### src/rtl/apb_pkg.sv
// rtl/apb_pkg.sv - shared APB widths, arbiter FSM states and grant helpers
package apb_pkg;

    localparam int APB_ADDR_W = 8;
    localparam int APB_DATA_W = 32;

    typedef enum logic [1:0] {
        IDLE   = 2'd0,
        SETUP  = 2'd1,
        ACCESS = 2'd2
    } apb_arb_state_e;

    // Grant is a requester index; handshake outputs are one-hot per requester.
    function automatic logic [1:0] grant_onehot(input logic g);
        return g ? 2'b10 : 2'b01;
    endfunction

endpackage

### src/rtl/apb_master_arbiter_if.sv
// rtl/apb_master_arbiter_if.sv - APB bus signal set with master/slave modports
interface apb_master_arbiter_if
    import apb_pkg::*;
#(
    parameter int ADDR_W = APB_ADDR_W,
    parameter int DATA_W = APB_DATA_W
);

    logic              psel;
    logic              penable;
    logic              pwrite;
    logic [ADDR_W-1:0] paddr;
    logic [DATA_W-1:0] pwdata;
    logic [DATA_W-1:0] prdata;
    logic              pready;
    logic              pslverr;

    modport master (
        output psel, penable, pwrite, paddr, pwdata,
        input  prdata, pready, pslverr
    );

    modport slave (
        input  psel, penable, pwrite, paddr, pwdata,
        output prdata, pready, pslverr
    );

endinterface

### src/rtl/apb_master_arbiter_rr_arbiter.sv
// rtl/apb_master_arbiter_rr_arbiter.sv - two-way round-robin grant selection
module apb_rr_arbiter (
    input  logic [1:0] req_valid,
    input  logic       last_grant,
    output logic       grant,
    output logic       grant_any
);

    always_comb begin
        grant     = 1'b0;
        grant_any = |req_valid;
        // On a tie the requester that did not win last time goes next.
        if (&req_valid) begin
            grant = ~last_grant;
        end else if (req_valid[1]) begin
            grant = 1'b1;
        end
    end

endmodule

### src/rtl/apb_master_arbiter.sv
// rtl/apb_master_arbiter.sv - two-requester APB master; optional APB_ARB_TIMEOUT_EN access timeout
module apb_master_arbiter
    import apb_pkg::*;
#(
    parameter int ADDR_W         = APB_ADDR_W,
    parameter int DATA_W         = APB_DATA_W,
    parameter int TIMEOUT_CYCLES = 16
) (
    input  logic                pclk,
    input  logic                prst,
    input  logic [1:0]          req_valid,
    input  logic [1:0]          req_write,
    input  logic [2*ADDR_W-1:0] req_addr,
    input  logic [2*DATA_W-1:0] req_wdata,
    output logic [1:0]          req_ready,
    output logic [1:0]          rsp_valid,
    output logic [DATA_W-1:0]   rsp_rdata,
    output logic                rsp_err,
    apb_master_arbiter_if.master apb
);

    apb_arb_state_e state_q;
    apb_arb_state_e state_d;

    logic last_grant;
    logic grant;
    logic grant_any;
    logic load;
    logic done;
    logic timeout_hit;

    apb_rr_arbiter u_rr (
        .req_valid  (req_valid),
        .last_grant (last_grant),
        .grant      (grant),
        .grant_any  (grant_any)
    );

`ifdef APB_ARB_TIMEOUT_EN
    localparam int TCNT_W = $clog2(TIMEOUT_CYCLES + 1);

    logic [TCNT_W-1:0] tout_cnt;

    // Held at zero outside ACCESS, so it is clear on every ACCESS entry.
    always_ff @(posedge pclk) begin
        if (prst || (state_q != ACCESS)) begin
            tout_cnt <= '0;
        end else if (!apb.pready) begin
            tout_cnt <= tout_cnt + 1'b1;
        end
    end

    assign timeout_hit = (state_q == ACCESS) && !apb.pready &&
                         (tout_cnt == TCNT_W'(TIMEOUT_CYCLES - 1));
`else
    // No timeout in this build; the parameter only keeps the port list common.
    assign timeout_hit = (TIMEOUT_CYCLES < 0);
`endif

    always_ff @(posedge pclk) begin
        if (prst) begin
            state_q <= IDLE;
        end else begin
            state_q <= state_d;
        end
    end

    always_comb begin
        state_d = state_q;
        load    = 1'b0;
        done    = 1'b0;
        unique case (state_q)
            IDLE: begin
                if (grant_any) begin
                    state_d = SETUP;
                    load    = 1'b1;
                end
            end
            SETUP: begin
                state_d = ACCESS;
            end
            ACCESS: begin
                if (apb.pready || timeout_hit) begin
                    state_d = IDLE;
                    done    = 1'b1;
                end
            end
            default: begin
                state_d = IDLE;
            end
        endcase
    end

    assign apb.psel    = (state_q != IDLE);
    assign apb.penable = (state_q == ACCESS);
    assign req_ready   = (state_q == SETUP) ? grant_onehot(last_grant) : 2'b00;

    // Address/data are captured once at grant and held through IDLE.
    always_ff @(posedge pclk) begin
        if (prst) begin
            last_grant <= 1'b1;
            apb.paddr  <= '0;
            apb.pwdata <= '0;
            apb.pwrite <= 1'b0;
        end else if (load) begin
            last_grant <= grant;
            apb.paddr  <= grant ? req_addr[ADDR_W +: ADDR_W]  : req_addr[0 +: ADDR_W];
            apb.pwdata <= grant ? req_wdata[DATA_W +: DATA_W] : req_wdata[0 +: DATA_W];
            apb.pwrite <= grant ? req_write[1] : req_write[0];
        end
    end

    // A completion without pready can only be a timeout, which reports an error.
    always_ff @(posedge pclk) begin
        if (prst) begin
            rsp_valid <= 2'b00;
            rsp_rdata <= '0;
            rsp_err   <= 1'b0;
        end else begin
            rsp_valid <= 2'b00;
            if (done) begin
                rsp_valid <= grant_onehot(last_grant);
                rsp_err   <= apb.pready ? apb.pslverr : 1'b1;
                rsp_rdata <= (apb.pready && !apb.pwrite) ? apb.prdata : '0;
            end
        end
    end

endmodule

### src/flat_wrapper.sv
// flat-port wrapper written by rule: the top's interface ports become plain ports
module apb_master_arbiter_flat import apb_pkg::*;
#(
    parameter int ADDR_W         = APB_ADDR_W,
    parameter int DATA_W         = APB_DATA_W,
    parameter int TIMEOUT_CYCLES = 16
)
  (pclk, prst, req_valid, req_write, req_addr, req_wdata, req_ready, rsp_valid, rsp_rdata, rsp_err, apb_psel, apb_penable, apb_pwrite, apb_paddr, apb_pwdata, apb_prdata, apb_pready, apb_pslverr);
  apb_master_arbiter_if #(.ADDR_W(ADDR_W), .DATA_W(DATA_W)) apb_i ();
  input  logic pclk;
  input  logic prst;
  input  logic [1:0] req_valid;
  input  logic [1:0] req_write;
  input  logic [2*ADDR_W-1:0] req_addr;
  input  logic [2*DATA_W-1:0] req_wdata;
  output logic [1:0] req_ready;
  output logic [1:0] rsp_valid;
  output logic [DATA_W-1:0] rsp_rdata;
  output logic rsp_err;
  output wire logic [$bits(apb_i.psel)-1:0] apb_psel;
  output wire logic [$bits(apb_i.penable)-1:0] apb_penable;
  output wire logic [$bits(apb_i.pwrite)-1:0] apb_pwrite;
  output wire logic [$bits(apb_i.paddr)-1:0] apb_paddr;
  output wire logic [$bits(apb_i.pwdata)-1:0] apb_pwdata;
  input wire logic [$bits(apb_i.prdata)-1:0] apb_prdata;
  input wire logic [$bits(apb_i.pready)-1:0] apb_pready;
  input wire logic [$bits(apb_i.pslverr)-1:0] apb_pslverr;
  assign apb_psel = apb_i.psel;
  assign apb_penable = apb_i.penable;
  assign apb_pwrite = apb_i.pwrite;
  assign apb_paddr = apb_i.paddr;
  assign apb_pwdata = apb_i.pwdata;
  assign apb_i.prdata = apb_prdata;
  assign apb_i.pready = apb_pready;
  assign apb_i.pslverr = apb_pslverr;
  apb_master_arbiter #(.ADDR_W(ADDR_W), .DATA_W(DATA_W), .TIMEOUT_CYCLES(TIMEOUT_CYCLES)) u_core (.pclk(pclk), .prst(prst), .req_valid(req_valid), .req_write(req_write), .req_addr(req_addr), .req_wdata(req_wdata), .req_ready(req_ready), .rsp_valid(rsp_valid), .rsp_rdata(rsp_rdata), .rsp_err(rsp_err), .apb(apb_i));
endmodule
### config.mk
export PLATFORM = sky130hd
export DESIGN_NAME = apb_master_arbiter_flat
export DESIGN_NICKNAME = d
export VERILOG_FILES = /design/src/rtl/apb_pkg.sv /design/src/rtl/apb_master_arbiter_if.sv /design/src/rtl/apb_master_arbiter_rr_arbiter.sv /design/src/rtl/apb_master_arbiter.sv /design/src/flat_wrapper.sv
export SDC_FILE = /design/constraint.sdc
export NUM_CORES = 1
export LEC_CHECK = 0
export ABC_CLOCK_PERIOD_IN_PS = 3300
export BUFFER_PORTS_ARGS = -buffer_cell sky130_fd_sc_hd__buf_2
export CORE_MARGIN = 2
export CORE_UTILIZATION = 46
export CTS_CLUSTER_DIAMETER = 80
export DETAILED_ROUTE_END_ITERATION = 10
export PLACE_DENSITY_LB_ADDON = 0.25
export SLEW_MARGIN = 10
export SYNTH_ARGS = -nofsm -noshare
export SYNTH_HDL_FRONTEND = slang
export SYNTH_SLANG_ARGS = --single-unit
### constraint.sdc
create_clock -name pclk -period 3.3 [get_ports pclk]
set_input_delay 0.165 -clock pclk [delete_from_list [all_inputs] [get_ports pclk]]
set_output_delay 0.165 -clock pclk [all_outputs]
set_load 0.01 [all_outputs]
Word level (Yosys, flattened, before mapping)
Cells that the tools add are included.
{"block": "classes", "add_sub_neg": 0, "multipliers": 0, "div": 0, "magnitude_cmp": 0, "n_eq_ne": 4, "shift": 0, "mux": 16, "n_bitwise": 2, "reduce_logical": 8}
{"cell": "two-way mux 32 bit", "count": 2}
{"cell": "two-way mux 1 bit", "count": 8}
{"cell": "two-way mux 2 bit", "count": 4}
{"cell": "two-way mux 8 bit", "count": 1}
{"cell": "case mux 2 bit (3 select lines)", "count": 1}
{"cell": "inequality test 2 x 1 -> 1 bit (second input constant)", "count": 2}
{"cell": "AND reduction 2 bit", "count": 2}
{"cell": "OR reduction 2 bit", "count": 2}
{"cell": "== test 2 x 1 -> 1 bit (second input constant)", "count": 1}
{"cell": "== test 2 bit (second input constant)", "count": 1}
{"cell": "zero test 2 bit", "count": 1}
{"cell": "inverter 1 bit", "count": 2}
{"cell": "nonzero test 2 bit", "count": 1}
{"cell": "logical AND 1 bit", "count": 1}
{"cell": "zero test 1 bit", "count": 1}
{"block": "totals", "reg_bits": 79, "latch_bits": 0, "ramBits": 0, "mem_bits_ro": 0, "inputBits": 120, "out_inout_bits": 80, "elab_cells": 38, "mem_count": 0}

Logic depth before layout (Yosys ltp)
Gate-level depths: netlist (run 1).
{"block": "depth", "word_depth": 4, "mapped_depth": 6, "depth_no_buf": 3}

Cells and area by module
A second synthesis (run 1) with hierarchy kept.
{"block": "unflattened", "hier_cells": 353, "area_unflattened_um2": 3875.0}
{"module": "apb_master_arbiter", "instances": 1, "cells_per_inst": 351, "area_per_inst_um2": 3861.2, "seq_area_each_um2": 1581.5}
{"module": "apb_rr_arbiter", "instances": 1, "cells_per_inst": 2, "area_per_inst_um2": 13.8, "seq_area_each_um2": 0.0}

Worst setup path before layout (run 1)
OpenSTA, ideal clock, no wires.
{"block": "synth_path", "path_type": "flip-flop to flip-flop", "from": "register u_core.state_q[1]", "to": "register u_core.rsp_rdata[10]", "setup_time_ps": 117, "arrival_ps": 1233, "required_ps": 3183, "slack_ps": 1950, "path_stages_with_launch": 5, "path_buffers": 1, "period_less_slack_ps": 1350, "path_cell_list": "dfxtp_1 nor2b_1 a21oi_2 clkbuf_1 a22o_1"}
{"block": "synth_between", "elab_chain_cells": 2}
{"item": "start: declaration", "line_no": "apb_master_arbiter.sv:22", "text": "apb_arb_state_e state_q;"}
{"item": "start signal: assignment", "line_no": "apb_master_arbiter.sv:64", "text": "state_q <= state_d;"}
{"item": "== test 2 bit"}
{"item": "named net apb_penable", "line_no": "flat_wrapper.sv:21", "text": "output wire logic [$bits(apb_i.penable)-1:0] apb_penable;"}
{"item": "two-way mux 1 bit", "line_no": "apb_master_arbiter.sv:72", "text": "unique case (state_q)"}
{"item": "end signal: assignment", "line_no": "apb_master_arbiter.sv:124", "text": "rsp_rdata <= (apb.pready && !apb.pwrite) ? apb.prdata : '0;"}
{"item": "end: declaration", "line_no": "apb_master_arbiter.sv:17", "text": "output logic [DATA_W-1:0] rsp_rdata,"}
The timed path passes the listed nets, and every way through them passes these cells.
A chain may end at the register's enable or synchronous reset.

Worst setup path in the final report (run 1)
{"block": "layout_path", "from": "register u_core.state_q[0]", "to": "register u_core.rsp_rdata[12]"}
{"block": "layout_between", "elab_chain_cells": 2}
{"item": "== test 2 bit", "line_no": "apb_master_arbiter.sv:72"}
{"item": "two-way mux 1 bit", "line_no": "apb_master_arbiter.sv:72"}
No other way between the ends.

==> results of run 1 <==
-- path summary, 6_finish.rpt --
| path | start | endpoint | depth (start not counted) |
|---|---|---|---|
| setup / recovery | u_core.state_q[0] | u_core.rsp_rdata[12] | 3 |
| hold / removal | apb_prdata[18] | u_core.rsp_rdata[18] | 2 |
| setup reg to reg | u_core.state_q[0] | u_core.rsp_rdata[12] | 3 |
| hold reg to reg | u_core.rsp_rdata[25] | u_core.rsp_rdata[25] | 1 |
-- state kept, by name, summed over array words and instances, names as in the netlist --
| register | count |
|---|---|
| u_core.apb.pwrite | 1 |
| u_core.apb.pwdata | 32 |
| u_core.rsp_rdata | 32 |
| u_core.state_q | 2 |
| u_core.last_grant | 1 |
| u_core.rsp_err | 1 |
| u_core.apb.paddr | 8 |
| u_core.rsp_valid | 2 |
-- cell families after synthesis --
kind of cell	share of synthesized area
flip-flops	0.480
AO/OA/AOI/OAI	0.344
multiplexers	0.00304
AND/OR/NAND/NOR	0.118
buffers and inverters	0.0546
-- synth_stat cells --
library cell,n,area [um^2]
a21bo_1,1,10.0
a21boi_1,1,7.51
a21oi_1,43,215
a21oi_2,1,8.76
a22o_1,32,280
a311o_1,1,10.0
a311oi_1,2,17.5
a311oi_2,39,586
and2_1,1,6.26
buf_1,1,3.75
buf_2,9,45.0
buf_6,5,56.3
clkbuf_1,18,67.6
dfxtp_1,79,1580
inv_1,2,7.51
mux2i_1,1,10.0
nand2_1,82,308
nand2b_1,2,12.5
nand3b_1,1,7.51
nor2_1,3,11.3
nor2_2,1,6.26
nor2b_1,2,12.5
nor3_1,2,10.0
nor3_2,1,10.0
or2_1,1,6.26
-- through the flow --
| step | hold WS, ns | power, mW | util |
|---|---|---|---|
| global placement | 0.377 | 1.59 | 0.627 |
| CTS | 0.0113 | 2.23 | 0.653 |
| detailed placement | 0.379 | 1.60 | 0.627 |
| finish | 0.0341 | 2.21 | 0.653 |
| global route | 0.0235 | 2.32 | 0.653 |
| floorplan | 0.291 | 1.41 | - |
-- worst max-delay path, stage by stage (launching register included) --
cell and delay [ns]:
dfxtp_1 0.35, nand3b_1 0.30, nor3_4 0.90, a22o_1 0.25
-- routing by layer --
layer | up-vias | part of all wire | GRT usage
met5 | - | 0 | 0
met1 | 1458 | 0.42 | 0.256
met4 | 0 | 0.0047 | 0.0854
met2 | 147 | 0.50 | 0.373
met3 | 2 | 0.084 | 0.0597
li1 | 1583 | - | -
-- report_power, final --
group	switching [mW]	internal (mW)
clock	0.337	0.293
combinational	0.285	0.217
sequential	0.0436	1.03
total	0.665	1.54
-- cell type report --
cell class,instances,area [um^2]
multi-input cells,217,1560
repair buffers,205,1040
inverters,2,7.51
well taps,96,120
clock buffers,11,141
flip-flops and latches,79,1580
fillers,576,2380
clock inverters,5,33.8
==> flow_summary_export.csv, run 1 <==
group,metric,value,unit
floorplanning,rows,30,
sta,setup_tns,0,ns
worst_setup_path,start_kind,"register",
global_routing,grt_pass1_vias,2910,
synthesis,syn_area,3300,um^2
drt,ant_nets,0,
layout,diodes,0,
drt,avgRoutedWirePerCell,14.5,um
sta,rsz0062_at_grt,"false",
sta,finalClockSkew,0.00928,ns
floorplanning,core,6870,um^2
layout,design_area,4480,um^2
global_routing,grtUsageTotal,0.217,
clocking,clockBufferDepth,2,
floorplanning,dieArea,7860,um^2
worst_setup_path,ff2ff_setup_slack,1.44,ns
layout,finalNonFillerCells,615,
placement,port_buffers,199,
global_routing,grt-ovfl-total,0,
worst_hold_path,hold_path.class,"in -> reg",
run,drv_cap,0,
layout,fin_nets,634,
global_routing,antenna_found_initial,0,
clocking,root_buffer,"clkbuf_8",
floorplanning,initial_utilization,0.480,
clocking,cts_tree,"done",
synthesis,ys_seq_area_frac,0.480,
sta,hold_viol,0,
clocking,cts_hold_buf,0,
clocking,cts_resized,0,
synthesis,ys_seq_elements,79,
sta,finalCriticalPeriod,1.86,ns
synthesis,yosysWarnings,0,
clocking,htree_levels,3,
clocking,clock_latency,0.33,ns
power_and_ir_drop,ir_drop,232,uV
sta,finalCritPeriodShare,0.563,
sta,drv_slew,0,
floorplanning,die_h,88.7,um
sta,setup_violations,0,
drt,drt_iter0_markers,126,
drt,vias,3190,
power_and_ir_drop,pwr_density_cell,492,nW/um^2
drt,drcViolationCount,0,
drt,wl,8.90,mm
layout,layout_common_cells,"buf_2 (199), nand2_1 (82), dfxtp_1 (79)",
layout,area_growth,36.0,%
clocking,path_clk_slew,0.08,ns
layout,layout_commonest_cell,"buf_2",
clocking,cts_sinks,79,
sta,slew_headroom,0.263,
worst_setup_path,cp.arrival,2.14,ns
global_routing,grt_pass1_wl,13.4,mm
layout,drive_above_1_share,0.509,
sta,tightest_slew,1.10,ns
drt,firstDrtPassIters,4,
placement,dpl.cell_count,599,
placement,routabilityCongestion,0.750,
sta,setup_slack,1.44,ns
synthesis,yosysUniqueCellTypes,25,
placement,post_dp_cell_area,4310,um^2
synthesis,synthesis.nets,451,
placement,place_ws,1.44,ns
power_and_ir_drop,p_leak,2.15,nW
outcome,status,"complete, no violations",
worst_setup_path,critical_path_class,"reg -> reg",
synthesis,syn_area_per_cell,9.96,um^2
placement,dpl.hpwl,6.02,mm
drt,viasPerCell,5.19,
global_routing,grt_start_max_net_pins,49,
clocking,cts_buffers,9,
synthesis,postSynthCellCount,331,
floorplanning,io_pins,200,
worst_setup_path,cp.required,3.58,ns
floorplanning,die_w,88.7,um
clocking,cts_setup_buffers,0,
worst_setup_path,endpoint_kind,"register",
sta,max_freq,538,MHz
worst_setup_path,crit_fanout,32,
(Power assumes the default switching activity.)
==> run 2: changes to the inputs <==
--- a/config.mk
+++ b/config.mk
@@ -5,10 +5,10 @@
 export SDC_FILE = /design/constraint.sdc
 export NUM_CORES = 1
 export LEC_CHECK = 0
-export ABC_CLOCK_PERIOD_IN_PS = 3300
+export ABC_CLOCK_PERIOD_IN_PS = 1900
 export BUFFER_PORTS_ARGS = -buffer_cell sky130_fd_sc_hd__buf_2
 export CORE_MARGIN = 2
-export CORE_UTILIZATION = 46
+export CORE_UTILIZATION = 43
 export CTS_CLUSTER_DIAMETER = 80
 export DETAILED_ROUTE_END_ITERATION = 10
 export PLACE_DENSITY_LB_ADDON = 0.25
==> constraint.sdc (replaced) <==
create_clock -name pclk -period 1.9 [get_ports pclk]
set_input_delay 0.095 -clock pclk [delete_from_list [all_inputs] [get_ports pclk]]
set_output_delay 0.095 -clock pclk [all_outputs]
set_load 0.01 [all_outputs]
==> run 2 against run 1 <==
Power rose by 77%; sequential share of layout area decreased by 2.8 points; utilization grew 1.2 points; largest cell class unchanged; combinational power rose by 90%; critical path depth up 1; routed wire length up 12%.
==> flow_summary_export.csv, run 2 (same netlist as run 1, synthesis figures left out) <==
group,metric,value,unit
worst_setup_path,cp.arrival,1.45,ns
sta,finalClockSkew,0.00541,ns
clocking,root_buffer,"clkbuf_8",
drt,wl,9.97,mm
worst_setup_path,start_kind,"register",
global_routing,grt_pass1_wl,15.8,mm
sta,tightest_slew,0.495,ns
clocking,cts_resized,0,
drt,ant_nets,0,
sta,drv_slew,0,
sta,slew_headroom,0.670,
sta,whs,0.0320,ns
worst_setup_path,crit_slowest_cell,"buf_4",
clocking,cts_buffers,9,
floorplanning,initial_utilization,0.450,
power_and_ir_drop,power_frac_comb,0.244,
drt,drt_iter0_markers,87,
worst_setup_path,cp_cell_sequence,"nor2_4 > buf_4 > inv_1 > buf_2",
floorplanning,die_h,91.6,um
placement,port_buffers,199,
floorplanning,rows,31,
clocking,htree_levels,3,
clocking,clock_latency,0.33,ns
power_and_ir_drop,seq_power_share,0.479,
sta,finalCritPeriodShare,0.814,
global_routing,grtUsageTotal,0.232,
floorplanning,io_pins,200,
outcome,status,"complete, no violations",
layout,fillers,585,
worst_setup_path,worst_path_largest_cell_delay,0.40,ns
layout,layout_common_cells,"buf_2 (199), nand2_1 (82), dfxtp_1 (79)",
power_and_ir_drop,switching_share,0.300,
clocking,path_clk_slew,0.08,ns
power_and_ir_drop,pwr_density_cell,801,nW/um^2
drt,drcViolationCount,0,
layout,fin_nets,673,
power_and_ir_drop,p_clk_frac,0.277,
sta,rsz0062_at_grt,"false",
worst_setup_path,endpoint_kind,"primary output",
power_and_ir_drop,switchingPower,1.17,mW
power_and_ir_drop,internal-power,2.73,mW
floorplanning,dieArea,8380,um^2
layout,layout_commonest_cell,"buf_2",
global_routing,grt-ovfl-total,0,
sta,finalCriticalPeriod,1.55,ns
drt,avgRoutedWirePerCell,15.2,um
floorplanning,core,7330,um^2
layout,drive_above_1_share,0.486,
global_routing,antenna_found_initial,0,
layout,area_growth,47.9,%
worst_hold_path,hold_path.class,"in -> reg",
layout,top_regs,"u_core.apb.pwdata: 32 flops, u_core.rsp_rdata: 32 flops, u_core.apb.paddr: 8 flops",
clocking,cts_tree,"done",
placement,routabilityCongestion,0.778,
sta,max_freq,647,MHz
worst_setup_path,cp.required,1.80,ns
clocking,cts_sinks,79,
drt,viasPerCell,5.14,
run,drv_cap,0,
worst_setup_path,critical_path_class,"reg -> out",
floorplanning,die_w,91.6,um
drt,vias,3379,
global_routing,grt_start_max_net_pins,45,
clocking,clockBufferDepth,2,
sta,setup_tns,0,ns
sta,setup_violations,0,
global_routing,grt_pass1_vias,3379,
worst_setup_path,crit_fanout,44,
drt,firstDrtPassIters,4,
power_and_ir_drop,p_leak,2.33,nW
placement,dpl.hpwl,6.52,mm
layout,diodes,0,
sta,hold_viol,0,
power_and_ir_drop,ir_drop,363,uV
## run 2: final cells by class
| type | instances | area (um^2) | area share |
|---|---|---|---|
| clock buffer | 10 | 138 | 0.0282 |
| clock inverter | 6 | 36.3 | 0.00744 |
| inverter | 2 | 7.51 | 0.00154 |
| multi-input combinational | 217 | 1560 | 0.320 |
| sequential | 79 | 1580 | 0.324 |
| tap | 99 | 124 | 0.0254 |
| timing repair buffer | 244 | 1430 | 0.293 |
## run 2: final timing paths
| kind | to | cells past startpoint | slack (ns) | start |
|---|---|---|---|---|
| setup / recovery | apb_psel | 4 | 0.35 | u_core.state_q[1] |
| hold / removal | u_core.apb.pwdata[7] | 3 | 0.03 | req_wdata[7] |
| setup reg to reg | u_core.last_grant | 4 | 0.43 | u_core.state_q[1] |
| hold reg to reg | u_core.rsp_rdata[21] | 1 | 0.48 | u_core.rsp_rdata[21] |
## run 2: worst max-delay path: cells and delay by family (launching register included)
family,cells,cell delay [ns]
buffers and inverters,3,0.65
and+or+nand+nor,1,0.12
DFF,1,0.35
## run 2: per-stage QoR
| stage | power, mW | cell area, um^2 | setup slack, ns | std cells | utilization |
|---|---|---|---|---|---|
| floorplan | 2.45 | 3300 | 0.550 | 331 | - |
| global placement | 2.78 | 4370 | 0.493 | 608 | 0.596 |
| detailed placement | 2.80 | 4370 | 0.447 | 608 | 0.596 |
| CTS | 3.93 | 4870 | 0.338 | 657 | 0.665 |
| global route | 4.10 | 4870 | 0.257 | 657 | 0.665 |
| finish | 3.90 | 4870 | 0.354 | 657 | 0.665 |
## run 2: power by group through the flow
stage | registers, mW | logic (mW) | clock network, mW
finish | 1.87 | 0.952 | 1.08
global route | 1.88 | 1.04 | 1.18
CTS | 1.87 | 0.951 | 1.11
detailed placement | 1.90 | 0.897 | 0
global placement | 1.90 | 0.879 | 0
floorplan | 1.95 | 0.495 | 0
## run 2: per-layer routing
layer / track usage / part of all wire / up-vias
met5: 0 / 0 / -
met4: 0.0833 / 0.016 / 0
met3: 0.0589 / 0.077 / 13
met2: 0.395 / 0.47 / 152
met1: 0.282 / 0.43 / 1553
li1: - / - / 1661
## run 2: repair_timing
| item | CTS | global route |
|---|---|---|
| hold buffers | 33 | 0 |
| hold endpoints to repair | 33 | 0 |
| setup buffers | 0 | 0 |
==> run 3: changes to the inputs <==
--- a/config.mk
+++ b/config.mk
@@ -5,10 +5,11 @@
 export SDC_FILE = /design/constraint.sdc
 export NUM_CORES = 1
 export LEC_CHECK = 0
-export ABC_CLOCK_PERIOD_IN_PS = 1900
+export ABC_AREA = 1
+export ABC_CLOCK_PERIOD_IN_PS = 1600
 export BUFFER_PORTS_ARGS = -buffer_cell sky130_fd_sc_hd__buf_2
 export CORE_MARGIN = 2
-export CORE_UTILIZATION = 43
+export CORE_UTILIZATION = 46
 export CTS_CLUSTER_DIAMETER = 80
 export DETAILED_ROUTE_END_ITERATION = 10
 export PLACE_DENSITY_LB_ADDON = 0.25
==> constraint.sdc (replaced) <==
create_clock -name pclk -period 1.6 [get_ports pclk]
set_input_delay 0.08 -clock pclk [delete_from_list [all_inputs] [get_ports pclk]]
set_output_delay 0.08 -clock pclk [all_outputs]
set_load 0.01 [all_outputs]
==> run 3 against run 2 <==
Non-clock buffer count fell by 2; sequential share of layout area fell by 3.6 points; utilization fell by 2.6 points; register-to-register slack got worse by 0.14 ns; die area rose by 13%; power rose by 37%; final area rose by 13%; first-iteration DRC count rose by 82%; worst setup slack got worse by 0.12 ns; cell count rose by 37%; critical path depth fell by 1; worst hold slack improved by 0.0046 ns.
==> flow_summary_export.csv, run 3 <==
group,metric,value,unit
outcome,status,"complete, no violations",
sta,finalClockSkew,0.00802,ns
clocking,cts_sinks,79,
global_routing,grtUsageTotal,0.236,
placement,port_buffers,199,
worst_setup_path,worst_path_largest_cell_delay,0.43,ns
clocking,cts_buffers,9,
synthesis,synth_area_leader_cell,"dfxtp_1",
global_routing,grt_pass1_wl,18.6,mm
power_and_ir_drop,power.total,5.34,mW
layout,diodes,0,
synthesis,yosysMostFrequentCell,"nand2_1",
drt,ant_nets,0,
drt,firstDrtPassIters,4,
synthesis,synth-edff-count,0,
worst_hold_path,hold_path.class,"in -> reg",
synthesis,synthDominantCellAreaShare,0.393,
drt,drt_iter0_markers,158,
synthesis,async_reset_ff_frac,0,
drt,avgRoutedWirePerCell,12.7,um
global_routing,antenna_found_initial,0,
synthesis,ys_seq_area_frac,0.393,
layout,fin_nets,905,
power_and_ir_drop,pwr_density_cell,974,nW/um^2
global_routing,met3_usage,0.0489,
synthesis,yosysUniqueCellTypes,18,
global_routing,grt-ovfl-total,0,
sta,tightest_slew,0.449,ns
run,drv_cap,0,
layout,layout_common_cells,"buf_2 (199), nand2_1 (159), nand3_1 (108)",
sta,slew_headroom,0.700,
floorplanning,dieArea,9510,um^2
worst_setup_path,critical_path_class,"reg -> out",
drt,drcViolationCount,0,
synthesis,synth-main-ff-cell,"dfxtp_1",
sta,finalCritPeriodShare,0.855,
synthesis,postSynthCellCount,575,
global_routing,grt_start_max_net_pins,70,
sta,finalCriticalPeriod,1.37,ns
sta,rsz0062_at_grt,"false",
placement,place_ws,0.291,ns
floorplanning,initial_utilization,0.468,
synthesis,synth_common_cells,"nand2_1 (159), nand3_1 (108), nor2_1 (80)",
sta,setup_tns,0,ns
placement,dpl.hpwl,7.54,mm
synthesis,syn_area_per_cell,7.00,um^2
global_routing,grt_most_used_layer,"met2",
placement,routabilityCongestion,0.856,
worst_setup_path,path_buf_inv,2,
synthesis,yosysWarnings,0,
worst_setup_path,cp.required,1.52,ns
worst_setup_path,crit_slowest_cell,"dfxtp_1",
clocking,clockBufferDepth,2,
synthesis,ys_seq_elements,79,
drt,viasPerCell,4.86,
worst_setup_path,cp_cell_sequence,"inv_2 > nor2_1 > buf_2",
sta,setup_violations,0,
sta,setup_slack,0.232,ns
drt,wl,11.4,mm
clocking,cts_resized,0,
worst_setup_path,cp.arrival,1.29,ns
clocking,cts_tree,"done",
synthesis,synthesis.nets,695,
layout,layout_commonest_cell,"buf_2",
layout,area_growth,36.3,%
global_routing,met1_usage,0.292,
layout,fillers,783,
sta,drv_slew,0,
sta,max_freq,731,MHz
floorplanning,rows,34,
worst_setup_path,crit_fanout,3,
global_routing,grt_pass1_vias,3984,
clocking,cts_setup_buffers,0,
clocking,htree_levels,3,
clocking,clock_latency,0.34,ns
floorplanning,die_h,97.5,um
worst_setup_path,crit_family,"flip-flops",
clocking,root_buffer,"clkbuf_8",
worst_setup_path,start_kind,"register",
clocking,path_clk_slew,0.09,ns
global_routing,grtUsageMet2,0.394,
floorplanning,io_pins,200,
floorplanning,die_w,97.5,um
synthesis,synthTopCellsByArea,"dfxtp_1 (39%), nand2_1 (15%), nand3_1 (13%), nor2_1 (7.5%), buf_6 (6.7%)",
sta,whs,0.0365,ns
floorplanning,core,8590,um^2
power_and_ir_drop,ir_drop,401,uV
sta,hold_viol,0,
drt,vias,4363,
worst_setup_path,endpoint_kind,"primary output",
layout,top_regs,"u_core.apb.pwdata: 32 flops, u_core.rsp_rdata: 32 flops, u_core.apb.paddr: 8 flops",
layout,drive_above_1_share,0.310,
power_and_ir_drop,p_leak,3.03,nW
synthesis,syn_area,4020,um^2
-- run 3: area by class of cell --
cell class	instances	area [um^2]	area share
clock buffers	10	138	0.0251
clock inverters	6	115	0.0210
inverters	47	176	0.0322
multi-input cells	406	1900	0.347
flip-flops and latches	79	1580	0.288
well taps	108	135	0.0246
repair buffers	242	1440	0.262
-- run 3: kinds of logic (layout without fill, tap and decap cells) --
kind of cell | count (synthesis) | in the layout | share of synthesized area
and+or+nand+nor | 362 | 362 | 0.390
buffers and inverters | 90 | 305 | 0.136
DFF | 79 | 79 | 0.393
AOI/OAI and AO/OA | 44 | 44 | 0.0812
-- run 3: tightest hold or removal path: cells and delay by family --
kind | cells | cell delay, ns
buffers and inverters | 1 | 0.08
and+or+nand+nor | 2 | 0.19
-- run 3: repair_timing --
action / CTS / global route
endpoints found under the hold margin: 32 / 0
setup endpoints to repair: 0 / 0
hold buffers: 32 / 0
-- run 3: final timing paths --
path	startpoint	slack (ns)	cells past startpoint	end
max	u_core.state_q[1]	0.23	3	apb_penable
min	apb_prdata[21]	0.04	3	u_core.rsp_rdata[21]
max reg2reg	u_core.state_q[0]	0.29	7	u_core.apb.pwdata[20]
min reg2reg	u_core.rsp_rdata[2]	0.47	2	u_core.rsp_rdata[2]
-- run 3: stage by stage --
stage / cell area, um^2 / utilization / cells
2_1_floorplan: 4020 / - / 575
3_3_place_gp: 4910 / 0.572 / 850
3_5_place_dp: 4910 / 0.572 / 850
4_1_cts: 5490 / 0.638 / 898
5_1_grt: 5490 / 0.638 / 898
6_report: 5490 / 0.638 / 898
-- run 3: per-layer routing --
| layer | up-vias | wire [um] |
|---|---|---|
| met5 | - | 0 |
| met4 | 0 | 312 |
| met3 | 34 | 835 |
| met2 | 189 | 5560 |
| met1 | 1919 | 4690 |
| li1 | 2221 | - |
-- run 3: report_power, final --
part	total, mW	internal, mW	switching [mW]
sequential	2.21	2.12	0.0840
clock	1.87	1.09	0.775
combinational	1.27	0.538	0.733
